## src/rtl/opll_bus_pkg.sv

```systemverilog
`default_nettype none
// ============================================================================
// Module      : opll_bus_pkg
// Description : Shared types and default timing for the OPLL bus write
//               sequencer: FSM state encoding, request record, and the
//               default strobe / wait lengths in clk cycles.
// Revision    : 1.0 - initial release
// ============================================================================
package opll_bus_pkg;

  // Sequencer states; each bus phase is setup / strobe / hold / wait.
  typedef enum logic [3:0] {
    S_IDLE     = 4'd0,
    S_A_SETUP  = 4'd1,
    S_A_STROBE = 4'd2,
    S_A_HOLD   = 4'd3,
    S_A_WAIT   = 4'd4,
    S_D_SETUP  = 4'd5,
    S_D_STROBE = 4'd6,
    S_D_HOLD   = 4'd7,
    S_D_WAIT   = 4'd8
  } state_t;

  localparam int DEF_WR_PULSE  = 2;
  localparam int DEF_ADDR_WAIT = 12;
  localparam int DEF_DATA_WAIT = 84;

  // Chip index is carried at a fixed 8-bit width so the FIFO does not
  // depend on N_CHIPS; out-of-range indices are detected at pop time.
  typedef struct packed {
    logic [7:0] chip;
    logic [7:0] addr;
    logic [7:0] data;
  } req_t;

  function automatic int max3(input int a, input int b, input int c);
    int m;
    m = (a > b) ? a : b;
    return (m > c) ? m : c;
  endfunction

endpackage
`default_nettype wire

```

## src/rtl/opll_wr_fifo.sv

```systemverilog
`default_nettype none
// ============================================================================
// Module      : opll_wr_fifo
// Description : Synchronous request FIFO with push / pop / flush and an
//               occupancy count. Head entry is visible combinationally.
// Ports       : clk, rst (async, active-high)
//               i_push, i_req   - write strobe and entry
//               i_pop           - consume head entry
//               i_flush         - empty the FIFO; wins over a push
//               o_head          - current head entry
//               o_level         - number of stored entries
//               o_empty         - level == 0
// Revision    : 1.0 - initial release
// ============================================================================
module opll_wr_fifo
  import opll_bus_pkg::*;
#(
  parameter int DEPTH = 8,
  localparam int PTR_W = $clog2(DEPTH),
  localparam int LVL_W = $clog2(DEPTH + 1)
) (
  input  logic             clk,
  input  logic             rst,
  input  logic             i_push,
  input  req_t             i_req,
  input  logic             i_pop,
  input  logic             i_flush,
  output req_t             o_head,
  output logic [LVL_W-1:0] o_level,
  output logic             o_empty
);

  req_t             mem_q [DEPTH];
  logic [PTR_W-1:0] wr_ptr_q, wr_ptr_d;
  logic [PTR_W-1:0] rd_ptr_q, rd_ptr_d;
  logic [LVL_W-1:0] level_q, level_d;
  logic             w_full;
  logic             w_do_push;
  logic             w_do_pop;

  function automatic logic [PTR_W-1:0] next_ptr(input logic [PTR_W-1:0] p);
    return (p == PTR_W'(DEPTH - 1)) ? '0 : p + PTR_W'(1);
  endfunction

  assign w_full    = (level_q == LVL_W'(DEPTH));
  assign o_empty   = (level_q == '0);
  // A full FIFO may still accept a push when the head leaves the same cycle.
  assign w_do_push = i_push && (!w_full || i_pop) && !i_flush;
  assign w_do_pop  = i_pop && !o_empty;
  assign o_head    = mem_q[rd_ptr_q];
  assign o_level   = level_q;

  always_comb begin
    wr_ptr_d = wr_ptr_q;
    rd_ptr_d = rd_ptr_q;
    level_d  = level_q;
    if (i_flush) begin
      wr_ptr_d = '0;
      rd_ptr_d = '0;
      level_d  = '0;
    end else begin
      if (w_do_push) wr_ptr_d = next_ptr(wr_ptr_q);
      if (w_do_pop)  rd_ptr_d = next_ptr(rd_ptr_q);
      unique case ({w_do_push, w_do_pop})
        2'b10:   level_d = level_q + LVL_W'(1);
        2'b01:   level_d = level_q - LVL_W'(1);
        default: level_d = level_q;
      endcase
    end
  end

  always_ff @(posedge clk or posedge rst) begin
    if (rst) begin
      wr_ptr_q <= '0;
      rd_ptr_q <= '0;
      level_q  <= '0;
    end else begin
      wr_ptr_q <= wr_ptr_d;
      rd_ptr_q <= rd_ptr_d;
      level_q  <= level_d;
    end
  end

  always_ff @(posedge clk) begin
    if (w_do_push) mem_q[wr_ptr_q] <= i_req;
  end

endmodule
`default_nettype wire

```

## src/rtl/opll_bus_write_sequencer.sv

```systemverilog
`default_nettype none
// ============================================================================
// Module      : opll_bus_write_sequencer
// Description : Queues host (chip, addr, data) writes and replays each as an
//               address-then-data bus cycle on the selected OPLL core, with
//               programmable strobe/wait timing and optional address-phase
//               skipping when the chip's address latch already holds addr.
// Ports       : clk, rst (async, active-high)
//               i_req_valid/o_req_ready, i_req_chip/addr/data - request push
//               i_flush    - drop queued (not in-flight) requests
//               o_CS_n     - per-core chip select, active-low
//               o_WR_n     - shared write strobe, active-low
//               o_A0, o_D  - phase select and data bus
//               o_busy     - sequencer active or requests queued
//               o_level    - FIFO occupancy
// Revision    : 1.0 - initial release
// ============================================================================
module opll_bus_write_sequencer
  import opll_bus_pkg::*;
#(
  parameter int N_CHIPS        = 1,
  parameter int FIFO_DEPTH     = 8,
  parameter int WR_PULSE       = DEF_WR_PULSE,
  parameter int ADDR_WAIT      = DEF_ADDR_WAIT,
  parameter int DATA_WAIT      = DEF_DATA_WAIT,
  parameter bit SKIP_SAME_ADDR = 1'b1,
  localparam int CHIP_W = (N_CHIPS > 1) ? $clog2(N_CHIPS) : 1,
  localparam int LVL_W  = $clog2(FIFO_DEPTH + 1)
) (
  input  logic               clk,
  input  logic               rst,
  input  logic               i_req_valid,
  output logic               o_req_ready,
  input  logic [CHIP_W-1:0]  i_req_chip,
  input  logic [7:0]         i_req_addr,
  input  logic [7:0]         i_req_data,
  input  logic               i_flush,
  output logic [N_CHIPS-1:0] o_CS_n,
  output logic               o_WR_n,
  output logic               o_A0,
  output logic [7:0]         o_D,
  output logic               o_busy,
  output logic [LVL_W-1:0]   o_level
);

  localparam int CNT_MAX    = max3(WR_PULSE, ADDR_WAIT, DATA_WAIT);
  localparam int CNT_W      = $clog2(CNT_MAX + 1);
  localparam int A_WAIT_LEN = ADDR_WAIT - 2;
  localparam int D_WAIT_LEN = DATA_WAIT - 1;
  // Counter reload values are "cycles remaining minus one".
  localparam logic [CNT_W-1:0] CNT_STROBE = CNT_W'(WR_PULSE - 1);
  localparam logic [CNT_W-1:0] CNT_AWAIT  = CNT_W'((A_WAIT_LEN > 0) ? A_WAIT_LEN - 1 : 0);
  localparam logic [CNT_W-1:0] CNT_DWAIT  = CNT_W'((D_WAIT_LEN > 0) ? D_WAIT_LEN - 1 : 0);

  req_t                    w_push_req;
  req_t                    w_head;
  logic                    w_ready;
  logic                    w_push;
  logic                    w_pop;
  logic                    w_empty;
  logic [LVL_W-1:0]        w_level;
  logic [CHIP_W-1:0]       w_head_idx;
  logic                    w_head_ok;
  logic                    w_skip;

  state_t                  state_q;
  logic [CHIP_W-1:0]       cur_idx_q;
  logic [7:0]              cur_addr_q;
  logic [7:0]              cur_data_q;
  logic [CNT_W-1:0]        cnt_q;
  logic [N_CHIPS-1:0]      trk_valid_q;
  logic [N_CHIPS-1:0][7:0] trk_addr_q;
  logic [N_CHIPS-1:0]      cs_n_q;
  logic                    wr_n_q;
  logic                    a0_q;
  logic [7:0]              d_q;

  function automatic logic [N_CHIPS-1:0] sel_n(input logic [CHIP_W-1:0] idx);
    logic [N_CHIPS-1:0] m;
    m      = '1;
    m[idx] = 1'b0;
    return m;
  endfunction

  assign w_ready    = (w_level != LVL_W'(FIFO_DEPTH));
  assign w_push     = i_req_valid && w_ready;
  assign w_push_req = '{chip: 8'(i_req_chip), addr: i_req_addr, data: i_req_data};
  assign w_pop      = (state_q == S_IDLE) && !w_empty;

  opll_wr_fifo #(
    .DEPTH (FIFO_DEPTH)
  ) u_fifo (
    .clk     (clk),
    .rst     (rst),
    .i_push  (w_push),
    .i_req   (w_push_req),
    .i_pop   (w_pop),
    .i_flush (i_flush),
    .o_head  (w_head),
    .o_level (w_level),
    .o_empty (w_empty)
  );

  assign w_head_idx = w_head.chip[CHIP_W-1:0];
  assign w_head_ok  = (int'(w_head.chip) < N_CHIPS);
  assign w_skip     = SKIP_SAME_ADDR && trk_valid_q[w_head_idx] &&
                      (trk_addr_q[w_head_idx] == w_head.addr);

  always_ff @(posedge clk or posedge rst) begin
    if (rst) begin
      state_q     <= S_IDLE;
      cur_idx_q   <= '0;
      cur_addr_q  <= '0;
      cur_data_q  <= '0;
      cnt_q       <= '0;
      trk_valid_q <= '0;
      trk_addr_q  <= '0;
      cs_n_q      <= '1;
      wr_n_q      <= 1'b1;
      a0_q        <= 1'b0;
      d_q         <= '0;
    end else begin
      unique case (state_q)
        S_IDLE: begin
          // An out-of-range chip index is popped and silently discarded.
          if (!w_empty && w_head_ok) begin
            cur_idx_q  <= w_head_idx;
            cur_addr_q <= w_head.addr;
            cur_data_q <= w_head.data;
            cs_n_q     <= sel_n(w_head_idx);
            if (w_skip) begin
              state_q <= S_D_SETUP;
              a0_q    <= 1'b1;
              d_q     <= w_head.data;
            end else begin
              state_q <= S_A_SETUP;
              a0_q    <= 1'b0;
              d_q     <= w_head.addr;
            end
          end
        end
        S_A_SETUP: begin
          state_q <= S_A_STROBE;
          wr_n_q  <= 1'b0;
          cnt_q   <= CNT_STROBE;
        end
        S_A_STROBE: begin
          if (cnt_q == '0) begin
            state_q <= S_A_HOLD;
            wr_n_q  <= 1'b1;
          end else begin
            cnt_q <= cnt_q - CNT_W'(1);
          end
        end
        S_A_HOLD: begin
          trk_valid_q[cur_idx_q] <= 1'b1;
          trk_addr_q[cur_idx_q]  <= cur_addr_q;
          if (A_WAIT_LEN > 0) begin
            state_q <= S_A_WAIT;
            cs_n_q  <= '1;
            cnt_q   <= CNT_AWAIT;
          end else begin
            state_q <= S_D_SETUP;
            a0_q    <= 1'b1;
            d_q     <= cur_data_q;
          end
        end
        S_A_WAIT: begin
          if (cnt_q == '0) begin
            state_q <= S_D_SETUP;
            cs_n_q  <= sel_n(cur_idx_q);
            a0_q    <= 1'b1;
            d_q     <= cur_data_q;
          end else begin
            cnt_q <= cnt_q - CNT_W'(1);
          end
        end
        S_D_SETUP: begin
          state_q <= S_D_STROBE;
          wr_n_q  <= 1'b0;
          cnt_q   <= CNT_STROBE;
        end
        S_D_STROBE: begin
          if (cnt_q == '0) begin
            state_q <= S_D_HOLD;
            wr_n_q  <= 1'b1;
          end else begin
            cnt_q <= cnt_q - CNT_W'(1);
          end
        end
        S_D_HOLD: begin
          cs_n_q <= '1;
          if (D_WAIT_LEN > 0) begin
            state_q <= S_D_WAIT;
            cnt_q   <= CNT_DWAIT;
          end else begin
            state_q <= S_IDLE;
          end
        end
        S_D_WAIT: begin
          if (cnt_q == '0) state_q <= S_IDLE;
          else             cnt_q   <= cnt_q - CNT_W'(1);
        end
        default: state_q <= S_IDLE;
      endcase
    end
  end

  assign o_req_ready = w_ready;
  assign o_CS_n      = cs_n_q;
  assign o_WR_n      = wr_n_q;
  assign o_A0        = a0_q;
  assign o_D         = d_q;
  assign o_busy      = (state_q != S_IDLE) || (w_level != '0);
  assign o_level     = w_level;

endmodule
`default_nettype wire

```

## config.mk

```make
export PLATFORM = sky130hd
export DESIGN_NAME = opll_bus_write_sequencer
export DESIGN_NICKNAME = d
export VERILOG_FILES = /design/src/rtl/opll_bus_pkg.sv /design/src/rtl/opll_wr_fifo.sv /design/src/rtl/opll_bus_write_sequencer.sv
export SDC_FILE = /design/constraint.sdc
export NUM_CORES = 1
export LEC_CHECK = 0
export BUFFER_PORTS_ARGS = -buffer_cell sky130_fd_sc_hd__buf_2
export CORE_MARGIN = 4
export CORE_UTILIZATION = 55
export CTS_CLUSTER_SIZE = 30
export DETAILED_ROUTE_END_ITERATION = 8
export GPL_ROUTABILITY_DRIVEN = 0
export HOLD_SLACK_MARGIN = 0.1
export PLACE_DENSITY = 0.71
export RECOVER_POWER = 50
export SETUP_SLACK_MARGIN = 0.4
export SYNTH_ARGS = -nofsm -noshare
export SYNTH_HDL_FRONTEND = slang
export SYNTH_SLANG_ARGS = --single-unit
```

## constraint.sdc

```tcl
create_clock -name clk -period 4.1 [get_ports clk]
set_clock_uncertainty 0.2 [all_clocks]
set_input_delay 0.205 -clock clk [delete_from_list [all_inputs] [get_ports clk]]
set_output_delay 0.205 -clock clk [all_outputs]
set_load 0.05 [all_outputs]
```

==> results of run 1 <==
==> cell families after synthesis <==
kind of cell / after synthesis / synth area share [%]
DFF: 194 / 67.1
adders and majority gates: 8 / 1.21
buffers and inverters: 38 / 2.20
and+or+nand+nor: 142 / 8.27
muxes: 73 / 13.6
xor gates and xnor gates: 13 / 1.38
AOI/OAI and AO/OA: 88 / 6.23
==> through the flow <==
step / cell area, um2 / setup slack, ps
3_5_place_dp: 8670 / 521
3_3_place_gp: 8670 / 573
2_1_floorplan: 8250 / 525
5_1_grt: 9450 / 507
4_1_cts: 9440 / 478
6_report: 9450 / 718
==> critical path: cells and delay by family (launching register included) <==
kind            cells  cell delay [ps]
mux                 2              690
simple gates        5             1390
flops               1              650
compound gates      1              330
==> synth_stat cells, drive strengths merged (2+ instances only) <==
library cell / count / area, um2
edfxtp: 136 / 4080
dfrtp: 56 / 1400
o22ai: 4 / 25.0
o21ai: 31 / 155
a31oi: 3 / 18.8
mux2i: 18 / 184
a211oi: 4 / 35.0
xor2: 7 / 61.3
nand2b: 5 / 31.3
or2: 2 / 12.5
nand2: 37 / 139
xnor2: 6 / 52.6
nor3b: 2 / 15.0
dfstp: 2 / 52.6
o21a: 2 / 15.0
nor3: 12 / 60.1
a221oi: 4 / 41.3
mux2: 27 / 304
clkbuf: 14 / 52.6
buf: 12 / 83.8
and3: 4 / 25.0
nor2b: 5 / 31.3
nor2: 51 / 191
nor4: 2 / 18.8
inv: 12 / 45.0
a21oi: 33 / 165
nand3: 6 / 30.0
o311ai: 2 / 17.5
ha: 8 / 100
mux4: 28 / 631
nor4b: 4 / 41.3
or3: 5 / 31.3
nand4: 2 / 12.5
==> metal layers <==
| layer | track usage, % | vias up | part of all wire (%) |
|---|---|---|---|
| li1 | - | 2257 | - |
| met1 | 27.3 | 2447 | 45 |
| met2 | 31.9 | 90 | 49 |
| met3 | 4.55 | 29 | 3.7 |
| met4 | 6.72 | 0 | 2.2 |
| met5 | 0 | - | 0 |
==> registers in the layout, indices dropped and copies added (netlist names) <==
| register | count |
|---|---|
| o_CS_n | 1 |
| cnt_q | 7 |
| cur_data_q | 8 |
| trk_addr_q | 8 |
| trk_valid_q | 1 |
| o_WR_n | 1 |
| u_fifo.o_level | 4 |
| u_fifo.wr_ptr_q | 3 |
| o_A0 | 1 |
| u_fifo.rd_ptr_q | 3 |
| u_fifo.mem_q | 136 |
| state_q | 4 |
| cur_idx_q | 1 |
| cur_addr_q | 8 |
| o_D | 8 |
==> where the power goes <==
group | leakage, nW | internal [mW] | switching (mW) | total, mW
logic | 1.19 | 0.752 | 1.09 | 1.84
registers | 1.96 | 2.38 | 0.278 | 2.66
clock network | 0.270 | 0.804 | 0.760 | 1.56
==> what timing repair did <==
action,CTS,global route
hold endpoints to repair,202,0
setup endpoints to repair,0,6
setup buffers,0,5
resized for setup,0,2
hold buffers,21,0
==> final timing paths <==
kind	from	to	cells past startpoint
min in group asynchronous	rst	trk_addr_q[7]$_DFFE_PP0P_	4
hold reg to reg	cur_addr_q[4]$_DFFE_PP0P_	cur_addr_q[4]$_DFFE_PP0P_	2
setup / recovery	u_fifo.rd_ptr_q[0]$_DFFE_PP0P_	o_D[6]$_DFFE_PP0P_	8
max in group asynchronous	rst	u_fifo.rd_ptr_q[0]$_DFFE_PP0P_	4
hold / removal	cur_addr_q[4]$_DFFE_PP0P_	cur_addr_q[4]$_DFFE_PP0P_	2
setup reg to reg	u_fifo.rd_ptr_q[0]$_DFFE_PP0P_	o_D[6]$_DFFE_PP0P_	8
==> final cells by class <==
| type | count | area [um2] |
|---|---|---|
| Timing Repair Buffer | 80 | 528 |
| Clock inverter | 15 | 139 |
| Fill cell | 1049 | 5140 |
| Multi-Input combinational cell | 324 | 2540 |
| Tap cell | 184 | 230 |
| Clock buffer | 17 | 425 |
| Inverter | 12 | 45.0 |
| Sequential cell | 194 | 5540 |
==> impl_metrics.tcl, run 1 <==
set metrics [dict create \
    grt_pass1_vias 4784 \
    start_util_pct 56.5 \
    port_buffers 37 \
    wire_per_inst_um 19.1 \
    num_vias 4823 \
    cpPeakStageDelay_ps 650 \
    fin_crit_ps 3380 \
    dp.cells 768 \
    path_max_fanout 23 \
    syn-instance-count 556 \
    area_growth_pct 14.6 \
    tightestPinTransition_ps 1450 \
    die_area_um2 17000 \
    htree_levels 4 \
    netlist-cell-type-count 54 \
    dr.pass1.iters 4 \
    synth-seq-area-share_pct 67.1 \
    total_power_mw 6.06 \
    cts_sinks 194 \
    cts_root_buf "clkbuf_16" \
    rsz0062_at_grt "false" \
    r2r_setup_slack_ps 720 \
    hold_class "reg -> reg" \
    grt_usage_pct 19.9 \
    ys_async_sr_fraction_pct 29.9 \
    rows 44 \
    max_freq_ghz 0.296 \
    grt_pass1_wl_um 25400 \
    die_h_um 130 \
    synth_edf_count 136 \
    stdcell_count 826 \
    cp.arrival_ps 3500 \
    peakVddDrop_v 0.000622 \
    drive_above_1_share_pct 19.9 \
    path_cells "mux4_2 > nor2b_1 > a211oi_2 > mux2i_1 > or2_1 > nand2_1 > or3b_1 > and3_1" \
    grt_max_degree 59 \
    cts_tree "built" \
    drcViolationCount 0 \
    numCtsBuffers 17 \
    synth_fp_nets 585 \
    core_area_um2 14600 \
    fin_crit_sh_pct 82.5 \
    setup_tns_ps 0 \
    maxCapViolations 0 \
    die_w_um 130 \
    path_clk_slew_ps 70 \
    synth_area_um2 8250 \
    layout_common_cells "edfxtp_1, dfrtp_1, nor2_1" \
    avgSynthCellArea_um2 14.8 \
    overflow 0 \
    hold_viol_final 0 \
    clk_path_buf_depth 2 \
    final_common_cell "edfxtp_1" \
    worstPathRequired_ps 4220 \
    start_kind "flip-flop" \
    nets 658 \
    via_per_inst 5.84 \
    wirelength_um 15800 \
    setup_viol 0 \
    whs_ps 283 \
    finish.utilization_pct 64.8 \
    ant_nets 0 \
    diodes 0 \
    clkLatencyLatePin_ps 430 \
    slew_headroom_pct 3.31 \
    slowest_stage "dfrtp_4" \
    endpoint_kind "flip-flop" \
    criticalPathCategory "reg -> reg" \
    drtIter0Drc 364 \
    p_per_area_nw_per_um2 642 \
    grt_antenna_before_repair 0 \
    status "finished, final reports clean" \
    synth-seq-cells 194 \
    yosys_warnings 0 \
    slew_violations 0 \
    place_hpwl_um 9860 \
    synth_ff_type "edfxtp_1" \
    io_pins 38 \
    leakagePower_nw 3.42 \
]
No activity file was read; power rests on OpenSTA's default activity.
==> run 2, diff against run 1 <==
--- a/config.mk
+++ b/config.mk
@@ -12,7 +12,7 @@
 export DETAILED_ROUTE_END_ITERATION = 8
 export GPL_ROUTABILITY_DRIVEN = 0
 export HOLD_SLACK_MARGIN = 0.1
-export PLACE_DENSITY = 0.71
+export PLACE_DENSITY = 0.73
 export RECOVER_POWER = 50
 export SETUP_SLACK_MARGIN = 0.4
 export SYNTH_ARGS = -nofsm -noshare
==> constraint.sdc (replaced) <==
create_clock -name clk -period 2.8 [get_ports clk]
set_clock_uncertainty 0.2 [all_clocks]
set_input_delay 0.14 -clock clk [delete_from_list [all_inputs] [get_ports clk]]
set_output_delay 0.14 -clock clk [all_outputs]
set_load 0.05 [all_outputs]
==> run 2 against run 1 <==
Effect of this change:
- the flow now finishes with violations (negative setup slack)
- total power up 67%
- largest cell class unchanged
- global-route usage rose by 2.6 points
- cell count grew 8.5%
- worst setup slack worse by 760 ps
- first-iteration DRC count rose by 16%
==> impl_metrics.tcl, run 2 (synthesis gave the netlist of run 1 again) <==
set metrics [dict create \
    leakagePower_nw 3.85 \
    grt_pass1_wl_um 28600 \
    nFillCells 919 \
    setup_viol 2 \
    path_clk_slew_ps 70 \
    fin_crit_ps 2840 \
    drcViolationCount 0 \
    core_area_um2 14600 \
    die_area_um2 17000 \
    area_growth_pct 27.3 \
    clk_path_buf_depth 2 \
    rows 44 \
    diodes 0 \
    grt_antenna_before_repair 0 \
    grt_max_degree 26 \
    criticalPathCategory "reg -> reg" \
    max_freq_ghz 0.352 \
    multi_input_area_um2 2940 \
    cts_tree "built" \
    final_area_um2 10500 \
    start_util_pct 56.5 \
    final_common_cell "edfxtp_1" \
    cp.arrival_ps 2960 \
    endpoint_kind "flip-flop" \
    slowest_stage "dfrtp_2" \
    io_pins 38 \
    cts_sinks 194 \
    fin_crit_sh_pct 101 \
    hold_class "reg -> reg" \
    clkLatencyLatePin_ps 430 \
    dr.pass1.iters 4 \
    die_w_um 130 \
    peakVddDrop_v 0.000589 \
    hold_viol_final 0 \
    start_kind "flip-flop" \
    drive_above_1_share_pct 34.8 \
    drtIter0Drc 424 \
    path_cells "buf_6 > mux2_2 > o22ai_1 > a221oi_2 > buf_4 > xnor2_1 > and4_1 > nand4b_1 > buf_4 > buf_6 > nor4b_4 > nor3_2" \
    p_per_area_nw_per_um2 964 \
    path_max_fanout 5 \
    tightestPinTransition_ps 836 \
    top_register "u_fifo.mem_q" \
    worstPathRequired_ps 2920 \
    status "finished with violations" \
    grt_pass1_vias 5189 \
    maxCapViolations 0 \
    port_buffers 37 \
    slew_violations 0 \
    nets 728 \
    slew_headroom_pct 44.3 \
    fin_ws_ps -40.9 \
    ant_nets 0 \
    cts_root_buf "clkbuf_16" \
    finish.utilization_pct 72.0 \
    rsz0062_at_grt "true" \
    die_h_um 130 \
    largest_reg_flops 136 \
    overflow 0 \
    cpPeakStageDelay_ps 450 \
    num_vias 5336 \
    place_hpwl_um 10900 \
    pre_cts_ws_ps -22.8 \
    htree_levels 4 \
    grt_usage_pct 22.4 \
    violations "negative setup slack" \
    via_per_inst 5.96 \
    wire_per_inst_um 20.6 \
    place_area_um2 9040 \
    numCtsBuffers 17 \
    layout_common_cells "edfxtp_1, buf_4, dfrtp_1" \
    regArea_um2 5550 \
    wirelength_um 18500 \
]
[run 2: repair_timing]
action                                 4_1_cts  5_1_grt
pin swaps                                   20       24
setup buffers                               26       14
setup endpoints to repair                   63       36
gates cloned                                 1        2
endpoints found under the hold margin      204        0
gates resized for setup                     30       53
hold buffers                                22        0
[run 2: final cells by class]
type | count | area share, %
clock buffer | 20 | 4.16
clock inverter | 12 | 1.17
inverter | 12 | 0.429
multi-input combinational | 325 | 28.0
sequential | 194 | 52.8
tap | 184 | 2.19
timing repair buffer | 149 | 11.2
[run 2: per-layer routing]
metal / up-vias / routed length [um] / GRT usage (%)
li1: 2397 / - / -
met1: 2738 / 7800 / 32.1
met2: 177 / 9280 / 35.6
met3: 24 / 1120 / 4.47
met4: 0 / 248 / 6.65
met5: - / 0 / 0
[run 2: where the power goes]
part           switching (mW)  total [mW]  internal [mW]
combinational            2.18        4.02           1.84
sequential              0.291        3.78           3.49
clock                    1.07        2.32           1.25
total                    3.54        10.1           6.58
[run 2: worst paths after layout]
path	endpoint	slack, ps	start	cells after the start
max in group asynchronous	state_q[0]$_DFFE_PP0P_	770	rst	5
min	cur_addr_q[0]$_DFFE_PP0P_	290	cur_addr_q[0]$_DFFE_PP0P_	2
min in group asynchronous	u_fifo.wr_ptr_q[2]$_DFFE_PP0P_	640	rst	4
max	o_D[7]$_DFFE_PP0P_	-40	u_fifo.rd_ptr_q[0]$_DFFE_PP0P_	12
min reg2reg	cur_addr_q[0]$_DFFE_PP0P_	290	cur_addr_q[0]$_DFFE_PP0P_	2
max reg2reg	o_D[7]$_DFFE_PP0P_	-40	u_fifo.rd_ptr_q[0]$_DFFE_PP0P_	12
[run 2: worst max-delay path, delay by kind of cell, from the launching register on]
kind / cells / cell delay, ps
xor+xnor: 1 / 160
simple gates: 4 / 700
compound gates: 2 / 230
mux: 1 / 330
buf+inv: 4 / 650
flops: 1 / 450
[run 2: metrics by stage]
| stage | power [mW] | TNS [ps] | std cells | hold WS, ps |
|---|---|---|---|---|
| after global routing | 10.7 | -900 | 896 | 323 |
| after CTS | 9.74 | 0 | 880 | 284 |
| after global placement | 6.93 | 0 | 799 | -114 |
| final | 10.1 | -44.7 | 896 | 287 |
| after detailed placement | 7.04 | -22.8 | 799 | -103 |
| after floorplan | 6.13 | -10.9 | 556 | 38.9 |
==> run 3, diff against run 2 <==
--- a/config.mk
+++ b/config.mk
@@ -5,14 +5,16 @@
 export SDC_FILE = /design/constraint.sdc
 export NUM_CORES = 1
 export LEC_CHECK = 0
+export ABC_AREA = 1
 export BUFFER_PORTS_ARGS = -buffer_cell sky130_fd_sc_hd__buf_2
 export CORE_MARGIN = 4
 export CORE_UTILIZATION = 55
+export CTS_CLUSTER_DIAMETER = 50
 export CTS_CLUSTER_SIZE = 30
 export DETAILED_ROUTE_END_ITERATION = 8
 export GPL_ROUTABILITY_DRIVEN = 0
 export HOLD_SLACK_MARGIN = 0.1
-export PLACE_DENSITY = 0.73
+export PLACE_DENSITY = 0.76
 export RECOVER_POWER = 50
 export SETUP_SLACK_MARGIN = 0.4
 export SYNTH_ARGS = -nofsm -noshare
==> run 3 against run 2 <==
Effect of this change:
- the flow now finishes without violations
- combinational power decreased by 3%
- hold slack got worse by 12 ps
- flip-flop and latch count unchanged
- total power decreased by 1.4%
- global-route usage increased by 0.26 points
- wire length increased by 18%
- via count increased by 22%
- count of clock-buffer cells in the layout decreased by 2
- critical path type unchanged
- highest routed layer unchanged
==> impl_metrics.tcl, run 3 <==
set metrics [dict create \
    status "finished, final reports clean" \
    path_max_fanout 6 \
    io_pins 38 \
    start_kind "flip-flop" \
    wl_met2_um 10700 \
    largest_reg_flops 136 \
    setup_tns_ps 0 \
    cts_tree "built" \
    maxCapViolations 0 \
    synth_ff_type "edfxtp_1" \
    p_per_area_nw_per_um2 928 \
    cp_top_family "simple AND/OR/NAND/NOR gates" \
    yosys_warnings 0 \
    rows 45 \
    criticalPathCategory "reg -> reg" \
    synthMostInstantiatedCell "nand2_1" \
    numCtsBuffers 17 \
    synth_area_um2 8570 \
    htree_levels 4 \
    num_vias 6507 \
    highest_layer "met4" \
    multi_input_area_um2 3030 \
    fin_crit_ps 2400 \
    grt_max_degree 38 \
    r2r_setup_slack_ps 400 \
    hold_class "reg -> reg" \
    diodes 0 \
    grt_usage_pct 22.7 \
    drtIter0Drc 730 \
    area_growth_pct 25.4 \
    final_common_cell "nand2_1" \
    die_h_um 133 \
    rsz0062_at_grt "true" \
    synth_area_leaders "edfxtp_1, dfrtp_1, nand2_1, o21ai_0, nor2_1" \
    tightestPinTransition_ps 934 \
    yosysTopAreaCell "edfxtp_1" \
    dr.pass1.iters 5 \
    grt_antenna_before_repair 0 \
    place_hpwl_um 11700 \
    wirelength_um 21800 \
    grt_pass1_wl_um 31000 \
    worstPathRequired_ps 2980 \
    wire_per_inst_um 18.7 \
    met1_length_um 8770 \
    ant_nets 0 \
    ys_async_sr_fraction_pct 29.9 \
    overflow 0 \
    slew_headroom_pct 37.6 \
    nets 971 \
    synth_fp_nets 861 \
    place_area_um2 9080 \
    path_buf_inv 2 \
    start_util_pct 56.2 \
    synth_edf_count 136 \
    max_freq_ghz 0.417 \
    total_power_mw 9.98 \
    yosys.area.top_type_share_pct 47.6 \
    die_area_um2 17600 \
    drive_above_1_share_pct 23.1 \
    final_area_um2 10800 \
    port_buffers 37 \
    peakVddDrop_v 0.000606 \
    fin_crit_sh_pct 85.6 \
    nFillCells 1016 \
    path_clk_slew_ps 70 \
    dp.cells 1071 \
    synth_common_cells "nand2_1, edfxtp_1, nor2_1" \
    clk_path_buf_depth 2 \
    drcViolationCount 0 \
    clkLatencyLatePin_ps 450 \
    die_w_um 133 \
    synth-seq-cells 194 \
    hold_viol_final 0 \
    synth-seq-area-share_pct 64.6 \
    endpoint_kind "flip-flop" \
    met3_length_um 1700 \
    netlist-cell-type-count 36 \
    via_per_inst 5.58 \
    stdcell_count 1166 \
    cpPeakStageDelay_ps 520 \
    path_cells "buf_12 > buf_8 > nand2_1 > nand3_2 > nand3_4 > nand2_4 > nand2_2 > nand2_2 > nor2_4 > nand2_4 > nor2_8 > nand2_4 > o21bai_4 > nand2_1 > nand2_1" \
    grt_pass1_vias 5920 \
    cts_sinks 194 \
    setup_viol 0 \
    slowest_stage "dfrtp_2" \
    cts_root_buf "clkbuf_16" \
    top_register "u_fifo.mem_q" \
    slew_violations 0 \
    cp.arrival_ps 2580 \
    core_area_um2 15300 \
    layout_common_cells "nand2_1, edfxtp_1, inv_1" \
    syn-instance-count 832 \
    leakagePower_nw 4.38 \
    avgSynthCellArea_um2 10.3 \
    regArea_um2 5540 \
]
run 3: worst paths after layout:
check,startpoint,end,cells past startpoint
min in group asynchronous,rst,state_q[1]$_DFFE_PP0P_,4
worst max register to register,u_fifo.rd_ptr_q[0]$_DFFE_PP0P_,state_q[2]$_DFFE_PP0P_,15
max in group asynchronous,rst,cur_data_q[6]$_DFFE_PP0P_,5
worst min-delay path,o_D[5]$_DFFE_PP0P_,o_D[5]$_DFFE_PP0P_,2
worst min register to register,o_D[5]$_DFFE_PP0P_,o_D[5]$_DFFE_PP0P_,2
worst max-delay path,u_fifo.rd_ptr_q[0]$_DFFE_PP0P_,state_q[2]$_DFFE_PP0P_,15
run 3: power by group:
part	internal (mW)	total, mW	switching (mW)	leakage [nW]
Clock	1.17	2.31	1.15	0.268
Sequential	3.49	3.78	0.285	1.95
Combinational	1.35	3.89	2.54	2.16
Total	6.01	9.98	3.97	4.38
run 3: per-layer routing:
| layer | track usage [%] | up-vias |
|---|---|---|
| met2 | 37.0 | 327 |
| met5 | 0 | - |
| li1 | - | 3033 |
| met3 | 4.14 | 50 |
| met4 | 8.43 | 0 |
| met1 | 30.6 | 3097 |
run 3: per-stage QoR:
stage	utilization [%]	worst slack (ps)	hold slack, ps
CTS	65.3	393	274
finish	70.5	403	275
floorplan	-	408	38.9
global placement	59.5	306	11.3
global route	70.5	253	324
detailed placement	59.5	194	16.4
run 3: area by class of cell:
cell class / count / share of cell area [%]
Inverter: 88 / 3.27
Clock inverter: 14 / 1.08
Multi-Input combinational cell: 522 / 28.1
Tap cell: 211 / 2.46
Timing Repair Buffer: 115 / 9.19
Clock buffer: 18 / 3.99
Timing Repair inverter: 4 / 0.314
Sequential cell: 194 / 51.5
run 3: tightest hold or removal path, cell delays in order (launching register included):
cell	delay, ps
dfrtp_1	350
nand2_1	60
nand2_1	50
run 3: kinds of logic (layout without fill, tap and decap cells):
family | after synthesis | in the layout | share of synthesized area [%]
buffers and inverters | 118 | 239 | 6.00
XOR/XNOR | 7 | 7 | 0.715
AND/OR/NAND/NOR | 369 | 371 | 18.7
flip-flops | 194 | 194 | 64.6
adder cells (fa/ha/maj) | 8 | 8 | 1.17
multiplexers | 3 | 3 | 0.394
AO/OA/AOI/OAI | 133 | 133 | 8.46
run 3: what timing repair did:
item                                    CTS  global route
endpoints found under the setup margin   21            29
buffers inserted                          4            27
hold buffers                             22             0
endpoints found under the hold margin   204             0
gates cloned                              2             8
pin swaps                                 2            68
resized for setup                        16           135
